File: src/rtl/impl_stim_gen_if.sv
// Config/stimulus bundle between a driver and impl_stim_gen.
// Latency: none; this is wiring only.
// Backpressure: none; start is sampled by the generator only while it is idle.
interface impl_stim_gen_if #(
    parameter int DELAY_W = 3,
    parameter int CNT_W   = 8
);
    logic               start;
    logic [CNT_W-1:0]   num_txn;
    logic [DELAY_W-1:0] delay;
    logic [3:0]         gap;
    logic [3:0]         inject_every;
    logic               a;
    logic               b;
    logic               busy;
    logic               done;
    logic [CNT_W-1:0]   txn_cnt;
    logic [CNT_W-1:0]   err_cnt;

    // Driver side: supplies the run configuration and observes the stimulus.
    modport master (
        output start, num_txn, delay, gap, inject_every,
        input  a, b, busy, done, txn_cnt, err_cnt
    );

    // Generator side.
    modport slave (
        input  start, num_txn, delay, gap, inject_every,
        output a, b, busy, done, txn_cnt, err_cnt
    );
endinterface

File: src/rtl/impl_stim_gen.sv
// Antecedent/consequent generator: b follows each a pulse after a latched delay, with optional drops.
// Latency: first a one cycle after start is accepted; each transaction lasts 1+delay+gap cycles.
// Backpressure: start is ignored while busy (including the done cycle); outputs decode registered state only.
module impl_stim_gen #(
    parameter int DELAY_W = 3,
    parameter int CNT_W   = 8
) (
    input  logic           clk,
    input  logic           rst,
    impl_stim_gen_if.slave sif
);

    typedef enum logic [2:0] {
        S_IDLE,
        S_ANTE,
        S_WAIT,
        S_CONS,
        S_GAP,
        S_DONE
    } state_t;

    state_t             state;
    state_t             state_n;

    logic [CNT_W-1:0]   num_q;
    logic [DELAY_W-1:0] delay_q;
    logic [3:0]         gap_q;
    logic [3:0]         inj_q;

    logic [CNT_W-1:0]   txn_cnt;
    logic [CNT_W-1:0]   err_cnt;
    logic [3:0]         mod_cnt;   // antecedents since the last drop
    logic               drop_q;    // current transaction's consequent is suppressed
    logic [DELAY_W-1:0] wait_cnt;
    logic [3:0]         gap_cnt;

    logic               drop_now;
    logic [CNT_W-1:0]   txn_inc;
    logic               more_after_ante;
    logic               more;

    // Drop decision for the antecedent in flight; txn_cnt has not yet advanced in ANTE,
    // so the "more transactions" test there uses the incremented value.
    always_comb begin
        drop_now        = (inj_q != 4'd0) && (mod_cnt == inj_q - 4'd1);
        txn_inc         = txn_cnt + CNT_W'(1);
        more_after_ante = (txn_inc < num_q);
        more            = (txn_cnt < num_q);
    end

    // State register.
    always_ff @(posedge clk) begin
        if (rst) begin
            state <= S_IDLE;
        end else begin
            state <= state_n;
        end
    end

    // Next-state logic and Moore output decode.
    always_comb begin
        state_n      = state;
        sif.a        = 1'b0;
        sif.b        = 1'b0;
        sif.busy     = (state != S_IDLE);
        sif.done     = 1'b0;
        sif.txn_cnt  = txn_cnt;
        sif.err_cnt  = err_cnt;
        case (state)
            S_IDLE: begin
                if (sif.start) begin
                    state_n = (sif.num_txn == '0) ? S_DONE : S_ANTE;
                end
            end
            S_ANTE: begin
                sif.a = 1'b1;
                sif.b = (delay_q == '0) && !drop_now;
                if (delay_q == '0) begin
                    if (gap_q != 4'd0)        state_n = S_GAP;
                    else if (more_after_ante) state_n = S_ANTE;
                    else                      state_n = S_DONE;
                end else if (delay_q == DELAY_W'(1)) begin
                    state_n = S_CONS;
                end else begin
                    state_n = S_WAIT;
                end
            end
            S_WAIT: begin
                if (wait_cnt == '0) state_n = S_CONS;
            end
            S_CONS: begin
                sif.b = !drop_q;
                if (gap_q != 4'd0) state_n = S_GAP;
                else if (more)     state_n = S_ANTE;
                else               state_n = S_DONE;
            end
            S_GAP: begin
                if (gap_cnt == 4'd0) state_n = more ? S_ANTE : S_DONE;
            end
            S_DONE: begin
                sif.done = 1'b1;
                state_n  = S_IDLE;
            end
            default: state_n = S_IDLE;
        endcase
    end

    // Config latch, transaction/drop counters and delay/gap down-counters.
    always_ff @(posedge clk) begin
        if (rst) begin
            num_q    <= '0;
            delay_q  <= '0;
            gap_q    <= '0;
            inj_q    <= '0;
            txn_cnt  <= '0;
            err_cnt  <= '0;
            mod_cnt  <= '0;
            drop_q   <= 1'b0;
            wait_cnt <= '0;
            gap_cnt  <= '0;
        end else begin
            case (state)
                S_IDLE: begin
                    if (sif.start) begin
                        num_q   <= sif.num_txn;
                        delay_q <= sif.delay;
                        gap_q   <= sif.gap;
                        inj_q   <= sif.inject_every;
                        txn_cnt <= '0;
                        err_cnt <= '0;
                        mod_cnt <= '0;
                        drop_q  <= 1'b0;
                    end
                end
                S_ANTE: begin
                    txn_cnt  <= txn_inc;
                    drop_q   <= drop_now;
                    // WAIT spans delay-1 cycles, so the counter starts at delay-2.
                    wait_cnt <= delay_q - DELAY_W'(2);
                    if (inj_q != 4'd0) begin
                        mod_cnt <= drop_now ? 4'd0 : mod_cnt + 4'd1;
                    end
                    // With zero delay the consequent cycle is this one.
                    if ((delay_q == '0) && drop_now) begin
                        err_cnt <= err_cnt + CNT_W'(1);
                    end
                end
                S_WAIT: begin
                    wait_cnt <= wait_cnt - DELAY_W'(1);
                end
                S_CONS: begin
                    if (drop_q) err_cnt <= err_cnt + CNT_W'(1);
                end
                S_GAP: begin
                    gap_cnt <= gap_cnt - 4'd1;
                end
                default: ;
            endcase
            // Load the gap counter on entry so GAP lasts exactly gap cycles.
            if ((state_n == S_GAP) && (state != S_GAP)) begin
                gap_cnt <= gap_q - 4'd1;
            end
        end
    end

endmodule

File: src/flat_wrapper.sv
// flat-port wrapper written by rule: the top's interface ports become plain ports
module impl_stim_gen_flat 
#(
    parameter int DELAY_W = 3,
    parameter int CNT_W   = 8
)
  (clk, rst, sif_start, sif_num_txn, sif_delay, sif_gap, sif_inject_every, sif_a, sif_b, sif_busy, sif_done, sif_txn_cnt, sif_err_cnt);
  impl_stim_gen_if #(.DELAY_W(DELAY_W), .CNT_W(CNT_W)) sif_i ();
  input  logic clk;
  input  logic rst;
  input wire logic [$bits(sif_i.start)-1:0] sif_start;
  input wire logic [$bits(sif_i.num_txn)-1:0] sif_num_txn;
  input wire logic [$bits(sif_i.delay)-1:0] sif_delay;
  input wire logic [$bits(sif_i.gap)-1:0] sif_gap;
  input wire logic [$bits(sif_i.inject_every)-1:0] sif_inject_every;
  output wire logic [$bits(sif_i.a)-1:0] sif_a;
  output wire logic [$bits(sif_i.b)-1:0] sif_b;
  output wire logic [$bits(sif_i.busy)-1:0] sif_busy;
  output wire logic [$bits(sif_i.done)-1:0] sif_done;
  output wire logic [$bits(sif_i.txn_cnt)-1:0] sif_txn_cnt;
  output wire logic [$bits(sif_i.err_cnt)-1:0] sif_err_cnt;
  assign sif_i.start = sif_start;
  assign sif_i.num_txn = sif_num_txn;
  assign sif_i.delay = sif_delay;
  assign sif_i.gap = sif_gap;
  assign sif_i.inject_every = sif_inject_every;
  assign sif_a = sif_i.a;
  assign sif_b = sif_i.b;
  assign sif_busy = sif_i.busy;
  assign sif_done = sif_i.done;
  assign sif_txn_cnt = sif_i.txn_cnt;
  assign sif_err_cnt = sif_i.err_cnt;
  impl_stim_gen #(.DELAY_W(DELAY_W), .CNT_W(CNT_W)) u_core (.clk(clk), .rst(rst), .sif(sif_i));
endmodule
File: config.mk
export PLATFORM = sky130hd
export DESIGN_NAME = impl_stim_gen_flat
export DESIGN_NICKNAME = d
export VERILOG_FILES = /design/src/rtl/impl_stim_gen_if.sv /design/src/rtl/impl_stim_gen.sv /design/src/flat_wrapper.sv
export SDC_FILE = /design/constraint.sdc
export NUM_CORES = 1
export LEC_CHECK = 0
export BUFFER_PORTS_ARGS = -buffer_cell sky130_fd_sc_hd__buf_2
export CORE_MARGIN = 5
export CORE_UTILIZATION = 52
export CTS_CLUSTER_SIZE = 40
export DETAILED_ROUTE_END_ITERATION = 6
export HOLD_SLACK_MARGIN = 0.15
export PLACE_DENSITY = 0.8
export SLEW_MARGIN = 0
export SYNTH_ARGS = -nofsm -noshare
export SYNTH_HDL_FRONTEND = slang
export SYNTH_SLANG_ARGS = --single-unit
File: constraint.sdc
create_clock -name clk -period 3.25 [get_ports clk]
set_clock_uncertainty 0.1 [all_clocks]
set_input_delay 0.65 -clock clk [delete_from_list [all_inputs] [get_ports clk]]
set_output_delay 0.65 -clock clk [all_outputs]
set_load 0.02 [all_outputs]
# Word-level counts from Yosys, hierarchy flattened
# Index checks and enable logic that the tools add are counted.
[totals]
ff_bits = 50
output_inout_bits = 20
wordCells = 84
[classes]
n_addsub = 8
n_lt_le_gt_ge = 2
n_eq_ne = 13
muxes = 28
n_reduce_logical = 22
[op_table]
columns = ["operator", "n"]
rows = [
  ["$mux W3", 9],
  ["$mux W8", 3],
  ["$pmux W8 S3", 1],
  ["$mux W4", 5],
  ["$add A8 B1 Y8 const B", 2],
  ["$lt A8 B8 Y1", 2],
  ["$pmux W8 S2", 1],
  ["$pmux W3 S5", 1],
  ["$sub A4 B1 Y4 const B", 3],
  ["$eq A3 B3 Y1 const B", 3],
  ["$logic_not A3 Y1", 3],
  ["$logic_not A8 Y1", 1],
  ["$pmux W4 S2", 1],
  ["$reduce_bool A4 Y1", 2],
  ["$eq A3 B1 Y1 const B", 2],
  ["$eq A3 B2 Y1 const B", 2],
  ["$ne A2 B1 Y1 const B", 3],
  ["$pmux W3 S2", 1],
  ["$reduce_bool A2 Y1", 3],
  ["$reduce_bool A3 Y1", 2],
  ["$add A4 B1 Y4 const B", 1],
  ["$eq A4 B4 Y1", 1],
  ["$logic_and A1 B1 Y1", 4],
  ["$logic_not A4 Y1", 1],
  ["other kinds (10)", 16],
]

# Longest topological paths before layout
[depth]
depth_word = 9
mapped_depth = 15

# Worst setup path after synthesis
# No wires, ideal clock.
[synth_path]
path_type = "register to register"
startpoint = "reg u_core.txn_cnt[0] (netlist: u_core.sif.txn_cnt[0])"
endpoint = "reg u_core.gap_cnt[2]"
setup_time_ns = 0.074
arrival_time_ns = 3.084
t_required_ns = 3.076
setup_slack_ns = -0.008
path_stages_with_launch = 15
period_less_slack_ns = 3.258
cell_sequence = "dfxtp_1 ha_1 and3_1 nand3_1 xnor2_1 ha_1 a21o_1 a21oi_1 a211o_1 o2111ai_2 nand3_4 mux2i_1 ha_1 or3b_1 a31oi_1"
[synth_via]
elab_chain_len = 9
elab_cells_between_ends = 14
cone_classes = "1 x add/sub; 2 x order compare; 1 x eq/ne; 8 x mux; 2 x reduce/logical"
[synth_rtl]
columns = ["item", "line_no", "text"]
rows = [
  ["from (decl)", "impl_stim_gen.sv:30", "logic [CNT_W-1:0] txn_cnt;"],
  ["from (signal assigned)", "impl_stim_gen.sv:136", "txn_cnt <= txn_inc;"],
  ["$add A8 B1 Y8", "impl_stim_gen.sv:46", "txn_inc = txn_cnt + CNT_W'(1);"],
  ["$lt A8 B8 Y1", "impl_stim_gen.sv:47", "more_after_ante = (txn_inc < num_q);"],
  ["$mux W3", "impl_stim_gen.sv:80", "else if (more_after_ante) state_n = S_ANTE;"],
  ["$mux W3", "impl_stim_gen.sv:79", "if (gap_q != 4'd0) state_n = S_GAP;"],
  ["$mux W3", "impl_stim_gen.sv:78", "if (delay_q == '0) begin"],
  ["$pmux W3 S5 (*)", "impl_stim_gen.sv:69", "case (state)"],
  ["$eq A3 B3 Y1 (*)", "impl_stim_gen.sv:160", "if ((state_n == S_GAP) && (state != S_GAP)) begin"],
  ["$logic_and A1 B1 Y1 (*)", "impl_stim_gen.sv:160", ""],
  ["$mux W4 or $reduce_bool A2 Y1 (tied branches)", "-", ""],
  ["to (signal assigned)", "impl_stim_gen.sv:155", "gap_cnt <= gap_cnt - 4'd1;"],
  ["to (signal assigned)", "impl_stim_gen.sv:161", "gap_cnt <= gap_q - 4'd1;"],
  ["to (decl)", "impl_stim_gen.sv:35", "logic [3:0] gap_cnt;"],
]
# Every way passes the cells marked *; elsewhere a longest branch is shown, timed or not.
# A chain may end at the register's enable or synchronous reset.

# Final worst setup path
# Ends and elaborated chain as after synthesis.

==> flow_metrics.env <==
export IMPL_io_buffers=41
export IMPL_cts_tree="done"
export IMPL_dr_total_vias=2779
export IMPL_power_density_nw_per_um2=722.5
export IMPL_final_area_um2=3477
export IMPL_maxCapViolations=0
export IMPL_cp_required_ps=3390
export IMPL_num_io_pins=42
export IMPL_synth_edf_count=0
export IMPL_yosysTopAreaCell="dfxtp_1"
export IMPL_synth_nets=414
export IMPL_fin_crit_sh=0.9762
export IMPL_yosys_most_used_dff="dfxtp_1"
export IMPL_cts_sinks=50
export IMPL_synth_area_per_cell_um2=7.920
export IMPL_nets=462
export IMPL_fmax_mhz=315.2
export IMPL_tns_ps=0
export IMPL_grt_max_degree=25
export IMPL_routed_via_density=5.660
export IMPL_worst_ir_drop_vdd_mv=0.4098
export IMPL_cts_root_buf="clkbuf_8"
export IMPL_die_area_um2=7237
export IMPL_worst_setup_path_start_kind="register"
export IMPL_gp_congestion=0.8885
export IMPL_path_max_fanout=5
export IMPL_antenna_found_initial=0
export IMPL_cts_path_max_buffers=2
export IMPL_critical_path_class="reg2reg"
export IMPL_ys_ff_latch=50
export IMPL_fin_util=0.6314
export IMPL_placed_cells_incl_taps=476
export IMPL_ant_nets=0
export IMPL_row_count=27
export IMPL_hold_buffers=0
export IMPL_area_growth_pct=18.66
export IMPL_dpl_hpwl_um=5188
export IMPL_dpl_cell_area_um2=3222
export IMPL_ys_top_cells_by_area="dfxtp_1 (34%), ha_1 (9.4%), a21oi_1 (6.8%), nand2_1 (6.8%), nor2_1 (4.9%)"
export IMPL_first_pass_iters=4
export IMPL_yosysWarnings=0
export IMPL_yosysUniqueCellTypes=51
export IMPL_grt_pass1_vias=2552
export IMPL_layout_setup_ws_ps=77.25
export IMPL_start_util=0.5322
export IMPL_clkTransAtPathRegs_ps=90
export IMPL_drv_slew=0
export IMPL_place_ws_ps=47.02
export IMPL_clock_insertion_delay_worst_skew_ps=300
export IMPL_routed_wl_um=7153
export IMPL_core_area_um2=5507
export IMPL_drcViolationCount=0
export IMPL_worst_hold_slack_ps=363.9
export IMPL_drt_iter0_drc=233
export IMPL_ys_seq_area_frac=0.3416
export IMPL_multi_input_area_um2=1902
export IMPL_seq_area_um2=1013
export IMPL_syn_area_um2=2930
export IMPL_fillers=463
export IMPL_grt_usage=0.1932
export IMPL_n_antenna_cell=0
export IMPL_wl_per_cell_um=14.57
export IMPL_hold_class="reg2reg"
export IMPL_hold_viol_final=0
export IMPL_slew_headroom=0.4669
export IMPL_end_kind="register"
export IMPL_synthArstFlopShare=0
export IMPL_die_w_um=85.07
export IMPL_finalPower_mw=2.512
export IMPL_grt_pass1_wl_um=11620
export IMPL_min_period_ps=3173
export IMPL_status="completed"
export IMPL_die_y_um=85.07
export IMPL_netlist_instances=370
export IMPL_final_cells=491
export IMPL_yosysTopAreaCellShare=0.3416
export IMPL_grt_overflow_total=0
export IMPL_cts_max_level=2
export IMPL_drive_gt1_frac=0.2124
export IMPL_setup_viol=0
export IMPL_arrival_ps=3310
export IMPL_rsz0062_at_grt="yes"
export IMPL_cts_made_buffers=5
export IMPL_tightest_slew_ps=797.7
export IMPL_p_leak_nw=1.515
## synthesized netlist by cell type, types with 2 or more instances
cell type	n
inv_1	14
or3b_1	2
nor4_1	4
a221o_1	2
nand3_1	9
a31oi_1	2
xnor2_1	6
clkbuf_1	13
nor2b_1	7
mux2i_1	5
nand2_1	53
nor2_1	38
o2111ai_1	2
nand3b_1	4
o211ai_1	2
and3_1	8
or3_1	3
dfxtp_1	50
ha_1	22
and2_1	5
nor3_1	9
a211o_1	2
a21oi_1	40
o21ai_1	3
a211oi_1	5
nor3b_1	2
a22oi_1	4
o21ai_0	12
nand4_1	3
nand2b_1	2
xor2_1	12
a21o_1	6
## cells in the final DEF (no fill, tap or decap), types with 4 or more instances in the layout
cell	instances
inv_1	14
a21o_1	6
nor3_1	9
xor2_1	12
and2_1	5
a21oi_1	39
and3_1	5
clkbuf_8	5
nor2_1	38
nand3b_1	4
mux2i_1	4
o21ai_0	12
nand3_1	7
dfxtp_1	46
buf_2	41
buf_4	16
a211oi_1	5
nor4_1	4
ha_1	19
xnor2_1	4
a22oi_1	4
nand2_1	53
nor2b_1	7
## cell families (layout without fill, tap and decap cells)
logic type               after synthesis  in the layout  share of synthesized area
XOR/XNOR                              18             18                    0.05380
buffers and inverters                 31             80                    0.04398
AO/OA/AOI/OAI                         90             90                     0.1956
AND/OR/NAND/NOR                      154            154                     0.2541
adder cells (fa/ha/maj)               22             22                    0.09394
flip-flops                            50             50                     0.3416
multiplexers                           5              5                    0.01708
## registers in the layout, summed over array words and instances (netlist names)
| signal | count |
|---|---|
| u_core.num_q | 8 |
| u_core.drop_q | 1 |
| u_core.inj_q | 4 |
| u_core.state | 3 |
| u_core.mod_cnt | 4 |
| u_core.delay_q | 3 |
| u_core.gap_q | 4 |
| u_core.sif.err_cnt | 8 |
| u_core.sif.txn_cnt | 8 |
| u_core.gap_cnt | 4 |
| u_core.wait_cnt | 3 |
## power by group
| group | internal (mW) | switching, mW | total, mW |
|---|---|---|---|
| combinational | 0.518 | 0.786 | 1.30 |
| sequential | 0.723 | 0.120 | 0.844 |
| clock | 0.152 | 0.214 | 0.365 |
| total | 1.39 | 1.12 | 2.51 |
## per-layer routing
layer  GRT usage  routed length, µm  share of wire  vias up
met5           0                  0              0        -
met1      0.2429               3159           0.44     1316
met2      0.3404               3547           0.50       57
li1            -                  -              -     1397
met4     0.04173                 69         0.0096        0
met3     0.03883                377          0.053        9
## area by class of cell
cell class / count / area share
Multi-Input combinational cell: 289 / 0.5470
Sequential cell: 50 / 0.2915
Timing Repair Buffer: 57 / 0.09356
Tap cell: 72 / 0.02591
Clock buffer: 5 / 0.01979
Inverter: 15 / 0.01619
Clock inverter: 3 / 0.006117
## timing repair
action / in CTS / in global routing
endpoints found under the setup margin: 0 / 2
setup buffers: 0 / 7
gates resized for setup: 0 / 22
## critical path, cell delays in order (launching register included)
cell and delay, ps:
dfxtp_4 390, and3_4 180, and3_4 220, nand3_4 80, xnor2_2 170, ha_1 330, buf_4 130, a21oi_2 50
a211o_1 290, o2111ai_4 110, nand3_4 140, mux2i_2 190, ha_2 200, or3b_1 350, a31oi_1 150
## worst paths after layout
check,start,to,cells past startpoint,slack [ps]
max,u_core.sif.txn_cnt[0]$_SDFFE_PP0P_,u_core.gap_cnt[2]$_SDFFE_PP0P_,14,80
min,u_core.num_q[6]$_SDFFE_PP0P_,u_core.num_q[6]$_SDFFE_PP0P_,2,360
max reg2reg,u_core.sif.txn_cnt[0]$_SDFFE_PP0P_,u_core.gap_cnt[2]$_SDFFE_PP0P_,14,80
min reg2reg,u_core.num_q[6]$_SDFFE_PP0P_,u_core.num_q[6]$_SDFFE_PP0P_,2,360
No activity file was read; power rests on OpenSTA's default activity.
